===== config.mk =====
export PLATFORM = sky130hd
export DESIGN_NAME = decode_stage_flat
export DESIGN_NICKNAME = d
export VERILOG_FILES = /design/src/rtl/decode_stage_pkg.sv /design/src/rtl/decode_stage_if.sv /design/src/rtl/decode_stage_imm_gen.sv /design/src/rtl/decode_stage.sv /design/src/flat_wrapper.sv
export SDC_FILE = /design/constraint.sdc
export NUM_CORES = 1
export LEC_CHECK = 0
export ABC_CLOCK_PERIOD_IN_PS = 1430
export CORE_ASPECT_RATIO = 1.75
export CORE_MARGIN = 1
export CORE_UTILIZATION = 45
export DETAILED_ROUTE_END_ITERATION = 8
export PLACE_DENSITY = 0.73
export SKIP_LAST_GASP = 1
export SLEW_MARGIN = 0
export SYNTH_ARGS = -nofsm -noshare
export SYNTH_HDL_FRONTEND = slang
export SYNTH_SLANG_ARGS = --single-unit

===== constraint.sdc =====
create_clock -name clk -period 1.43 [get_ports clk]
set_input_delay 0.143 -clock clk [delete_from_list [all_inputs] [get_ports clk]]
set_output_delay 0.143 -clock clk [all_outputs]
set_load 0.02 [all_outputs]

===== src/rtl/decode_stage_pkg.sv =====
// Shared RISC-V decode types: instruction views, format codes and the
// decoded-instruction record passed from decode to execute.
package riscv;

    typedef logic [31:0] pc_t;
    typedef logic [4:0]  reg_t;
    typedef logic [31:0] imm_t;

    typedef enum logic [6:0] {
        LOAD   = 7'h03,
        OP_IMM = 7'h13,
        AUIPC  = 7'h17,
        STORE  = 7'h23,
        OP     = 7'h33,
        LUI    = 7'h37,
        BRANCH = 7'h63,
        JALR   = 7'h67,
        JAL    = 7'h6F
    } opcode_e;

    typedef struct packed {
        logic [6:0] funct7;
        reg_t       rs2;
        reg_t       rs1;
        logic [2:0] funct3;
        reg_t       rd;
        logic [6:0] opcode;
    } ir_r_t;

    typedef struct packed {
        logic [11:0] imm_11_0;
        reg_t        rs1;
        logic [2:0]  funct3;
        reg_t        rd;
        logic [6:0]  opcode;
    } ir_i_t;

    typedef struct packed {
        logic [6:0] imm_11_5;
        reg_t       rs2;
        reg_t       rs1;
        logic [2:0] funct3;
        logic [4:0] imm_4_0;
        logic [6:0] opcode;
    } ir_s_t;

    typedef struct packed {
        logic       imm_12;
        logic [5:0] imm_10_5;
        reg_t       rs2;
        reg_t       rs1;
        logic [2:0] funct3;
        logic [3:0] imm_4_1;
        logic       imm_11;
        logic [6:0] opcode;
    } ir_sb_t;

    typedef struct packed {
        logic [19:0] imm_31_12;
        reg_t        rd;
        logic [6:0]  opcode;
    } ir_u_t;

    typedef struct packed {
        logic        imm_20;
        logic [9:0]  imm_10_1;
        logic        imm_11;
        logic [7:0]  imm_19_12;
        reg_t        rd;
        logic [6:0]  opcode;
    } ir_uj_t;

    typedef union packed {
        ir_r_t  r;
        ir_i_t  i;
        ir_s_t  s;
        ir_sb_t sb;
        ir_u_t  u;
        ir_uj_t uj;
    } ir_t;

    typedef enum logic [2:0] {
        FMT_R  = 3'd0,
        FMT_I  = 3'd1,
        FMT_S  = 3'd2,
        FMT_SB = 3'd3,
        FMT_U  = 3'd4,
        FMT_UJ = 3'd5,
        FMT_X  = 3'd6
    } fmt_t;

    typedef struct packed {
        pc_t        pc;
        logic [6:0] opcode;
        fmt_t       fmt;
        reg_t       rd;
        reg_t       rs1;
        reg_t       rs2;
        logic [2:0] funct3;
        logic [6:0] funct7;
        imm_t       imm;
        logic       illegal;
    } decoded_t;

    // Decode of addi x0,x0,0 at address 0; the payload seen after reset.
    localparam decoded_t NOP_DEC = '{
        pc:      '0,
        opcode:  OP_IMM,
        fmt:     FMT_I,
        rd:      '0,
        rs1:     '0,
        rs2:     '0,
        funct3:  '0,
        funct7:  '0,
        imm:     '0,
        illegal: 1'b0
    };

endpackage


===== src/rtl/decode_stage_if.sv =====
// Fetch-side and execute-side handshakes of the decode stage.
interface decode_stage_if;
    import riscv::*;

    logic     in_valid;
    logic     in_ready;
    ir_t      in_ir;
    pc_t      in_pc;
    logic     out_valid;
    logic     out_ready;
    decoded_t out_dec;

    // Decode stage side
    modport slave (
        input  in_valid, in_ir, in_pc, out_ready,
        output in_ready, out_valid, out_dec
    );

    // Surrounding pipeline side (fetch producer / execute consumer)
    modport master (
        output in_valid, in_ir, in_pc, out_ready,
        input  in_ready, out_valid, out_dec
    );
endinterface


===== src/rtl/decode_stage_imm_gen.sv =====
// Combinational format classifier and sign-extended immediate builder.
module imm_gen
    import riscv::*;
(
    input  ir_t  ir,
    output fmt_t fmt,
    output imm_t imm,
    output logic illegal
);

    // Classify the opcode and assemble the immediate for that format
    always_comb begin
        fmt     = FMT_X;
        imm     = '0;
        illegal = 1'b0;
        case (ir.r.opcode)
            OP: begin
                fmt = FMT_R;
            end
            OP_IMM, LOAD, JALR: begin
                fmt = FMT_I;
                imm = {{20{ir.i.imm_11_0[11]}}, ir.i.imm_11_0};
            end
            STORE: begin
                fmt = FMT_S;
                imm = {{20{ir.s.imm_11_5[6]}}, ir.s.imm_11_5, ir.s.imm_4_0};
            end
            BRANCH: begin
                fmt = FMT_SB;
                imm = {{19{ir.sb.imm_12}}, ir.sb.imm_12, ir.sb.imm_11,
                       ir.sb.imm_10_5, ir.sb.imm_4_1, 1'b0};
            end
            LUI, AUIPC: begin
                fmt = FMT_U;
                imm = {ir.u.imm_31_12, 12'b0};
            end
            JAL: begin
                fmt = FMT_UJ;
                imm = {{11{ir.uj.imm_20}}, ir.uj.imm_20, ir.uj.imm_19_12,
                       ir.uj.imm_11, ir.uj.imm_10_1, 1'b0};
            end
            default: begin
                illegal = 1'b1;
            end
        endcase
    end

endmodule


===== src/rtl/decode_stage.sv =====
// Decode pipeline stage: decodes one instruction per cycle into a main
// output register, with a skid register absorbing one extra instruction
// under backpressure so fetch never sees a combinational ready path.
module decode_stage
    import riscv::*;
(
    input  logic           clk,
    input  logic           reset,
    input  logic           flush,
    decode_stage_if.slave  io
);

    fmt_t     in_fmt;
    imm_t     in_imm;
    logic     in_illegal;
    decoded_t in_dec;

    decoded_t main_d, main_q;
    decoded_t skid_d, skid_q;
    logic     main_valid_d, main_valid_q;
    logic     skid_valid_d, skid_valid_q;
    logic     accept;
    logic     main_load;

    imm_gen u_imm_gen (
        .ir      (io.in_ir),
        .fmt     (in_fmt),
        .imm     (in_imm),
        .illegal (in_illegal)
    );

    // Assemble the decoded record; register fields come from the R view unconditionally
    always_comb begin
        in_dec = '{
            pc:      io.in_pc,
            opcode:  io.in_ir.r.opcode,
            fmt:     in_fmt,
            rd:      io.in_ir.r.rd,
            rs1:     io.in_ir.r.rs1,
            rs2:     io.in_ir.r.rs2,
            funct3:  io.in_ir.r.funct3,
            funct7:  io.in_ir.r.funct7,
            imm:     in_imm,
            illegal: in_illegal
        };
    end

    // Next-state of main/skid buffers; flush empties both and drops the offered input
    always_comb begin
        main_d       = main_q;
        skid_d       = skid_q;
        main_valid_d = main_valid_q;
        skid_valid_d = skid_valid_q;
        accept       = io.in_valid & ~skid_valid_q & ~flush;
        main_load    = ~main_valid_q | io.out_ready;

        if (flush) begin
            main_valid_d = 1'b0;
            skid_valid_d = 1'b0;
        end else if (main_load) begin
            // A full skid implies in_ready was low, so no accept can collide here
            if (skid_valid_q) begin
                main_d       = skid_q;
                main_valid_d = 1'b1;
                skid_valid_d = 1'b0;
            end else if (accept) begin
                main_d       = in_dec;
                main_valid_d = 1'b1;
            end else begin
                main_valid_d = 1'b0;
            end
        end else if (accept) begin
            skid_d       = in_dec;
            skid_valid_d = 1'b1;
        end
    end

    // Buffer registers; reset empties the stage and parks the payload on the NOP decode
    always_ff @(posedge clk) begin
        if (reset) begin
            main_q       <= NOP_DEC;
            skid_q       <= NOP_DEC;
            main_valid_q <= 1'b0;
            skid_valid_q <= 1'b0;
        end else begin
            main_q       <= main_d;
            skid_q       <= skid_d;
            main_valid_q <= main_valid_d;
            skid_valid_q <= skid_valid_d;
        end
    end

    assign io.in_ready  = ~skid_valid_q;
    assign io.out_valid = main_valid_q;
    assign io.out_dec   = main_q;

endmodule


===== src/flat_wrapper.sv =====
// flat-port wrapper written by rule: the top's interface ports become plain ports
module decode_stage_flat import riscv::*;
  (clk, reset, flush, io_in_valid, io_in_ir, io_in_pc, io_out_ready, io_in_ready, io_out_valid, io_out_dec);
  decode_stage_if io_i ();
  input  logic clk;
  input  logic reset;
  input  logic flush;
  input wire logic [$bits(io_i.in_valid)-1:0] io_in_valid;
  input wire logic [$bits(io_i.in_ir)-1:0] io_in_ir;
  input wire logic [$bits(io_i.in_pc)-1:0] io_in_pc;
  input wire logic [$bits(io_i.out_ready)-1:0] io_out_ready;
  output wire logic [$bits(io_i.in_ready)-1:0] io_in_ready;
  output wire logic [$bits(io_i.out_valid)-1:0] io_out_valid;
  output wire logic [$bits(io_i.out_dec)-1:0] io_out_dec;
  assign io_i.in_valid = io_in_valid;
  assign io_i.in_ir = io_in_ir;
  assign io_i.in_pc = io_in_pc;
  assign io_i.out_ready = io_out_ready;
  assign io_in_ready = io_i.in_ready;
  assign io_out_valid = io_i.out_valid;
  assign io_out_dec = io_i.out_dec;
  decode_stage u_core (.clk(clk), .reset(reset), .flush(flush), .io(io_i));
endmodule

==> impl_metrics.toml, run 1 <==
[outcome]
status = "complete, but fails checks"
violations = "setup timing"

[worst_setup_path]
crit_path_end_kind = "register"
cp_slowest_cell = "dfxtp_4"
critical_path_arrival_ns = 2.06
crit_chain = "buf_6 -> inv_1 -> buf_4 -> nor3_1 -> a22oi_2 -> a21oi_1"
critPathMaxFanout = 10
start_kind = "register"
cpPeakStageDelay_ns = 0.38
crit_required_ns = 1.83
path_class = "register to register"
reg2reg_depth = 6

[global_route]
grt_pass1_wl_um = 41800
grtUsageTotal = 0.272
grt_pass1_vias = 8206
grt_max_degree = 56
antenna_found_initial = 0
grt_overflow = 0

[synthesis]
syn_area_um2 = 8410
synth_area_leader_cell = "dfxtp_1"
synth-seq-cells = 202
synth_area_leaders = "dfxtp_1 48%, mux2i_1 7.6%, nand2_1 7.5%, a211oi_1 6.7%, a21oi_1 6.2%"
synthFlopType = "dfxtp_1"
yosys_warnings = 0
yosysSeqAreaShare = 0.481
synthCells = 964
syn-num-nets = 1033
synth_edf_count = 0
synth_cell_types = 54
syn_area_per_cell_um2 = 8.72
async_flop_share = 0
synth_top_area_share = 0.481

[cts]
clkLatencyLatePin_ns = 0.48
cts.path.max_buffers = 3
clk_pin_slew_ns = 0.07
numCtsBuffers = 19
cts_sinks = 202
root_buffer = "clkbuf_16"
h-tree-depth = 1
cts_tree = "done"

[pwr]
static-leakage-power_nw = 5.22
irDropWorstVdd_uv = 1040
power.density_nw_per_um2 = 922

[cells_and_area]
final_common_cell = "dfxtp_1"
nNetsFinal = 1284
syn_to_final_growth_pct = 66.4
drive_gt1_frac = 0.364
diodes = 0
layout_common_cells = "200 x dfxtp_1, 107 x dlygate4sd2_1, 85 x nor2_1"
stdcell_area_um2 = 14000
fillCellCount = 1082

[sta]
skew_ns = 0.0129
setup_viol = 150
fin_crit_ns = 1.66
relSlewSlack = 0.561
hold_viol = 0
fmax_mhz = 602
fin_crit_sh = 1.16
drv_slew = 0
rsz0062_at_grt = "yes"
worstMarginPinSlew_ns = 0.659
layout_setup_ws_ns = -0.231

[detailed_routing]
antenna_left = 0
first_pass_iters = 5
viasPerCell = 6.14
wl_per_cell_um = 22.0
vias = 8962
drt-total-wl_um = 32000
remaining_drc_errors = 0
drt_iter0_drc = 584

[hold_path]
holdPathStages = 5
hp-class = "input port to register"

[floorplan]
dieArea_um2 = 19300
start_util = 0.464
die_y_um = 183
ios = 171
die_w_um = 105
num_rows = 65
core_um2 = 18100

[placed_design]
placed_area_um2 = 11100
gp_congestion = 0.896
place_ws_ns = -0.613
port-buffer-count = 170
dpl.hpwl_um = 16600

[flow_run]
max-cap-violations = 0
## flip-flops by register name, summed over array words and instances, names as in the netlist
signal	count
u_core.io.out_valid	1
u_core.skid_valid_q	1
u_core.io.out_dec	100
u_core.skid_q	100
## path summary, 6_finish.rpt
path                            start              endpoint  slack (ns)
hold reg to reg     u_core.skid_q[74]     u_core.skid_q[74]        0.46
hold / removal            io_in_ir[4]     u_core.skid_q[65]        0.22
setup reg to reg  u_core.skid_valid_q  u_core.io.out_dec[1]       -0.23
setup / recovery  u_core.skid_valid_q  u_core.io.out_dec[1]       -0.23
## layer usage
layer / part of all wire / global-route usage
met5: 0 / 0
met4: 0.065 / 0.146
met3: 0.066 / 0.0405
met2: 0.51 / 0.494
met1: 0.36 / 0.302
## layout make-up
| type | count | area (um^2) | area share |
|---|---|---|---|
| multi-input cells | 672 | 5340 | 0.381 |
| well taps | 234 | 293 | 0.0209 |
| clock inverters | 7 | 63.8 | 0.00456 |
| inverters | 4 | 15.0 | 0.00107 |
| repair buffers | 316 | 3740 | 0.267 |
| clock buffers | 24 | 494 | 0.0353 |
| flip-flops and latches | 202 | 4050 | 0.289 |
## critical path, delay by kind of cell, from the launching register on
kind / cells / cell delay [ns]
simple gates: 1 / 0.38
buf+inv: 3 / 0.51
flops: 1 / 0.38
compound gates: 2 / 0.31
## Yosys cell counts, types with 9 or more instances
library cell  instances
dfxtp_1             202
nand2_1             169
nor2_1              111
a21oi_1             104
a211oi_1             75
mux2i_1              64
clkbuf_1             53
buf_2                29
a221oi_1             17
nand3_1              17
o221ai_1             11
o21ai_0              10
a211oi_2              9
nor3_1                9
## through the flow
stage               total power [mW]  hold slack [ns]  setup TNS (ns)  utilization  instances
floorplan                       6.89            0.214         -0.0520            -        964
global placement                7.83            0.440          -65.23        0.610       1373
detailed placement              7.86            0.446          -69.98        0.610       1373
CTS                             12.6            0.175          -17.12        0.700       1439
global route                    13.3            0.236          -21.53        0.771       1459
finish                          12.9            0.218          -12.82        0.771       1459
## cells by family (layout without fill, tap and decap cells)
kind of cell	after synthesis	count (layout)	synth area share
AO/OA/AOI/OAI	269	269	0.228
buffers and inverters	90	351	0.0458
AND/OR/NAND/NOR	339	339	0.169
flip-flops	202	202	0.481
multiplexers	64	64	0.0762
## repair_timing
| action | CTS | global route |
|---|---|---|
| hold buffers | 1 | 0 |
| setup endpoints to repair | 195 | 200 |
| pin swaps | 76 | 127 |
| buffers inserted | 17 | 17 |
| cloned | 17 | 13 |
| gates resized for setup | 247 | 255 |
| endpoints found under the hold margin | 2 | 0 |
## report_power, final
part	total (mW)	internal (mW)	switching, mW	leakage (nW)
clock	4.76	2.63	2.13	0.278
combinational	2.17	0.977	1.20	3.30
sequential	5.97	5.83	0.135	1.65
Note: power is estimated with default switching activity, not from simulation.
==> run 2: changes to the inputs <==
--- a/config.mk
+++ b/config.mk
@@ -9,6 +9,7 @@
 export CORE_ASPECT_RATIO = 1.75
 export CORE_MARGIN = 1
 export CORE_UTILIZATION = 45
+export CTS_BUF_LIST = sky130_fd_sc_hd__clkbuf_8
 export DETAILED_ROUTE_END_ITERATION = 8
 export PLACE_DENSITY = 0.73
 export SKIP_LAST_GASP = 1
==> impl_metrics.toml, run 2 (synthesis gave the netlist of run 1 again) <==
[cells_and_area]
nNetsFinal = 1282
final_cell_count_no_fill = 1469
drive_gt1_frac = 0.331
finish.utilization = 0.748
syn_to_final_growth_pct = 61.3
fillCellCount = 1191
final_common_cell = "dfxtp_1"
layout_common_cells = "200 x dfxtp_1, 105 x nor2_1, 103 x nand2_1"

[sta]
fin_crit_sh = 1.13
setup_viol = 168
hold_ws_ns = -0.0212
skew_ns = 0.0402
fin_crit_ns = 1.62
rsz0062_at_grt = "yes"
layout_setup_ws_ns = -0.188
worstMarginPinSlew_ns = 0.620
relSlewSlack = 0.587
hold_viol = 1
drv_slew = 0
fmax_mhz = 618

[pwr]
static-leakage-power_nw = 4.97
netSwitchingFraction = 0.275
power.share.combinational = 0.160
clockPowerShare = 0.366
intPower_mw = 9.12
irDropWorstVdd_uv = 613
net-switching-power_mw = 3.47
power.density_nw_per_um2 = 928
p_total_mw = 12.6
seq_power_share = 0.474

[detailed_routing]
remaining_drc_errors = 0
first_pass_iters = 6
vias = 8701
drt-total-wl_um = 30000
viasPerCell = 5.92
wl_per_cell_um = 20.4
antenna_left = 0
drt_iter0_drc = 709

[worst_setup_path]
reg2reg_to = "u_core.skid_q[2]"
crit_required_ns = 1.86
critical_path_arrival_ns = 2.04
critPathMaxFanout = 8
r2r_slack_ns = -0.19
start_kind = "register"
reg2reg_depth = 7
crit_path_end_kind = "register"
cp-startpoint = "u_core.skid_valid_q"
rr_startpoint = "u_core.skid_valid_q"
path_class = "register to register"

[outcome]
violations = "hold timing, setup timing"
status = "complete, but fails checks"

[cts]
clkLatencyLatePin_ns = 0.58
clk_pin_slew_ns = 0.07
root_buffer = "clkbuf_8"
cts.path.max_buffers = 3
h-tree-depth = 1
numCtsBuffers = 30
cts_tree = "done"
cts_sinks = 202

[global_route]
grt_max_degree = 56
grt_util_met3 = 0.0341
grt.met1_usage = 0.306
grtUsageTotal = 0.269
grt_pass1_vias = 8234
grt-busiest-layer = "met2"
grt_pass1_wl_um = 41500
grt_overflow = 0
antenna_found_initial = 1
grt_use_met2 = 0.480

[hold_path]
hp-class = "input port to register"
worst_hold_startpoint = "io_in_ir[0]"
whs_endpoint = "u_core.skid_q[61]"
holdPathStages = 3

[floorplan]
die_w_um = 105
start_util = 0.464
core_um2 = 18100
num_rows = 65
ios = 171
dieArea_um2 = 19300
die_y_um = 183

[placed_design]
dpl.hpwl_um = 16600
gp_congestion = 0.896
port-buffer-count = 170
dp_cells = 1373

[flow_run]
max-cap-violations = 0
-- run 2: worst max-delay path by stage --
| stage | depth (start not counted) | end |
|---|---|---|
| floorplan | 5 | u_core.skid_q[22] |
| global placement | 6 | u_core.io.out_dec[32] |
| detailed placement | 6 | u_core.io.out_dec[15] |
| CTS | 3 | io_in_ready |
| global route | 7 | u_core.skid_q[4] |
| finish | 7 | u_core.skid_q[2] |
-- run 2: cell type report --
class / count / area, um^2 / area share
multi-input combinational: 672 / 5090 / 0.376
sequential: 202 / 4050 / 0.299
timing repair buffer: 303 / 3520 / 0.260
clock buffer: 38 / 523 / 0.0386
tap: 234 / 293 / 0.0216
clock inverter: 15 / 65.1 / 0.00480
inverter: 4 / 15.0 / 0.00111
antenna: 1 / 2.50 / 0.000185
-- run 2: layer usage --
metal	routed length [um]	vias to the layer above
li1	-	3960
met4	1780	0
met5	0	-
met3	1740	120
met2	15400	419
met1	11100	4202
-- run 2: power groups by stage --
stage / Sequential [mW] / Combinational (mW) / Clock [mW]
floorplan: 6.28 / 0.606 / 0
global placement: 6.07 / 1.76 / 0
detailed placement: 6.07 / 1.78 / 0
CTS: 5.95 / 1.75 / 4.63
global route: 5.98 / 2.12 / 4.93
finish: 5.96 / 2.02 / 4.61
-- run 2: worst max-delay path, cell delays in order (launching register included) --
cell	delay (ns)
dfxtp_4	0.35
nor2b_1	0.12
buf_4	0.14
buf_6	0.10
nand3_4	0.20
buf_12	0.24
a221oi_1	0.24
nor3_1	0.09
-- run 2: timing repair --
action                     CTS  global route
setup endpoints to repair  192           232
hold endpoints to repair    13             0
buffers inserted            17             7
pin swaps                   98            85
resized for setup          253           239
gates cloned                 9            15
hold buffers                 1             0
-- run 2: stage by stage --
stage          hold WS, ns  worst slack [ns]  area (um^2)  setup TNS, ns
6_report           -0.0212            -0.188        13600         -12.75
5_1_grt            -0.0212            -0.223        13600         -20.54
4_1_cts              0.147            -0.262        12400          -9.99
3_5_place_dp         0.446            -0.613        11100         -69.98
3_3_place_gp         0.440            -0.588        11100         -65.23
2_1_floorplan        0.214          -0.00592         8450        -0.0520
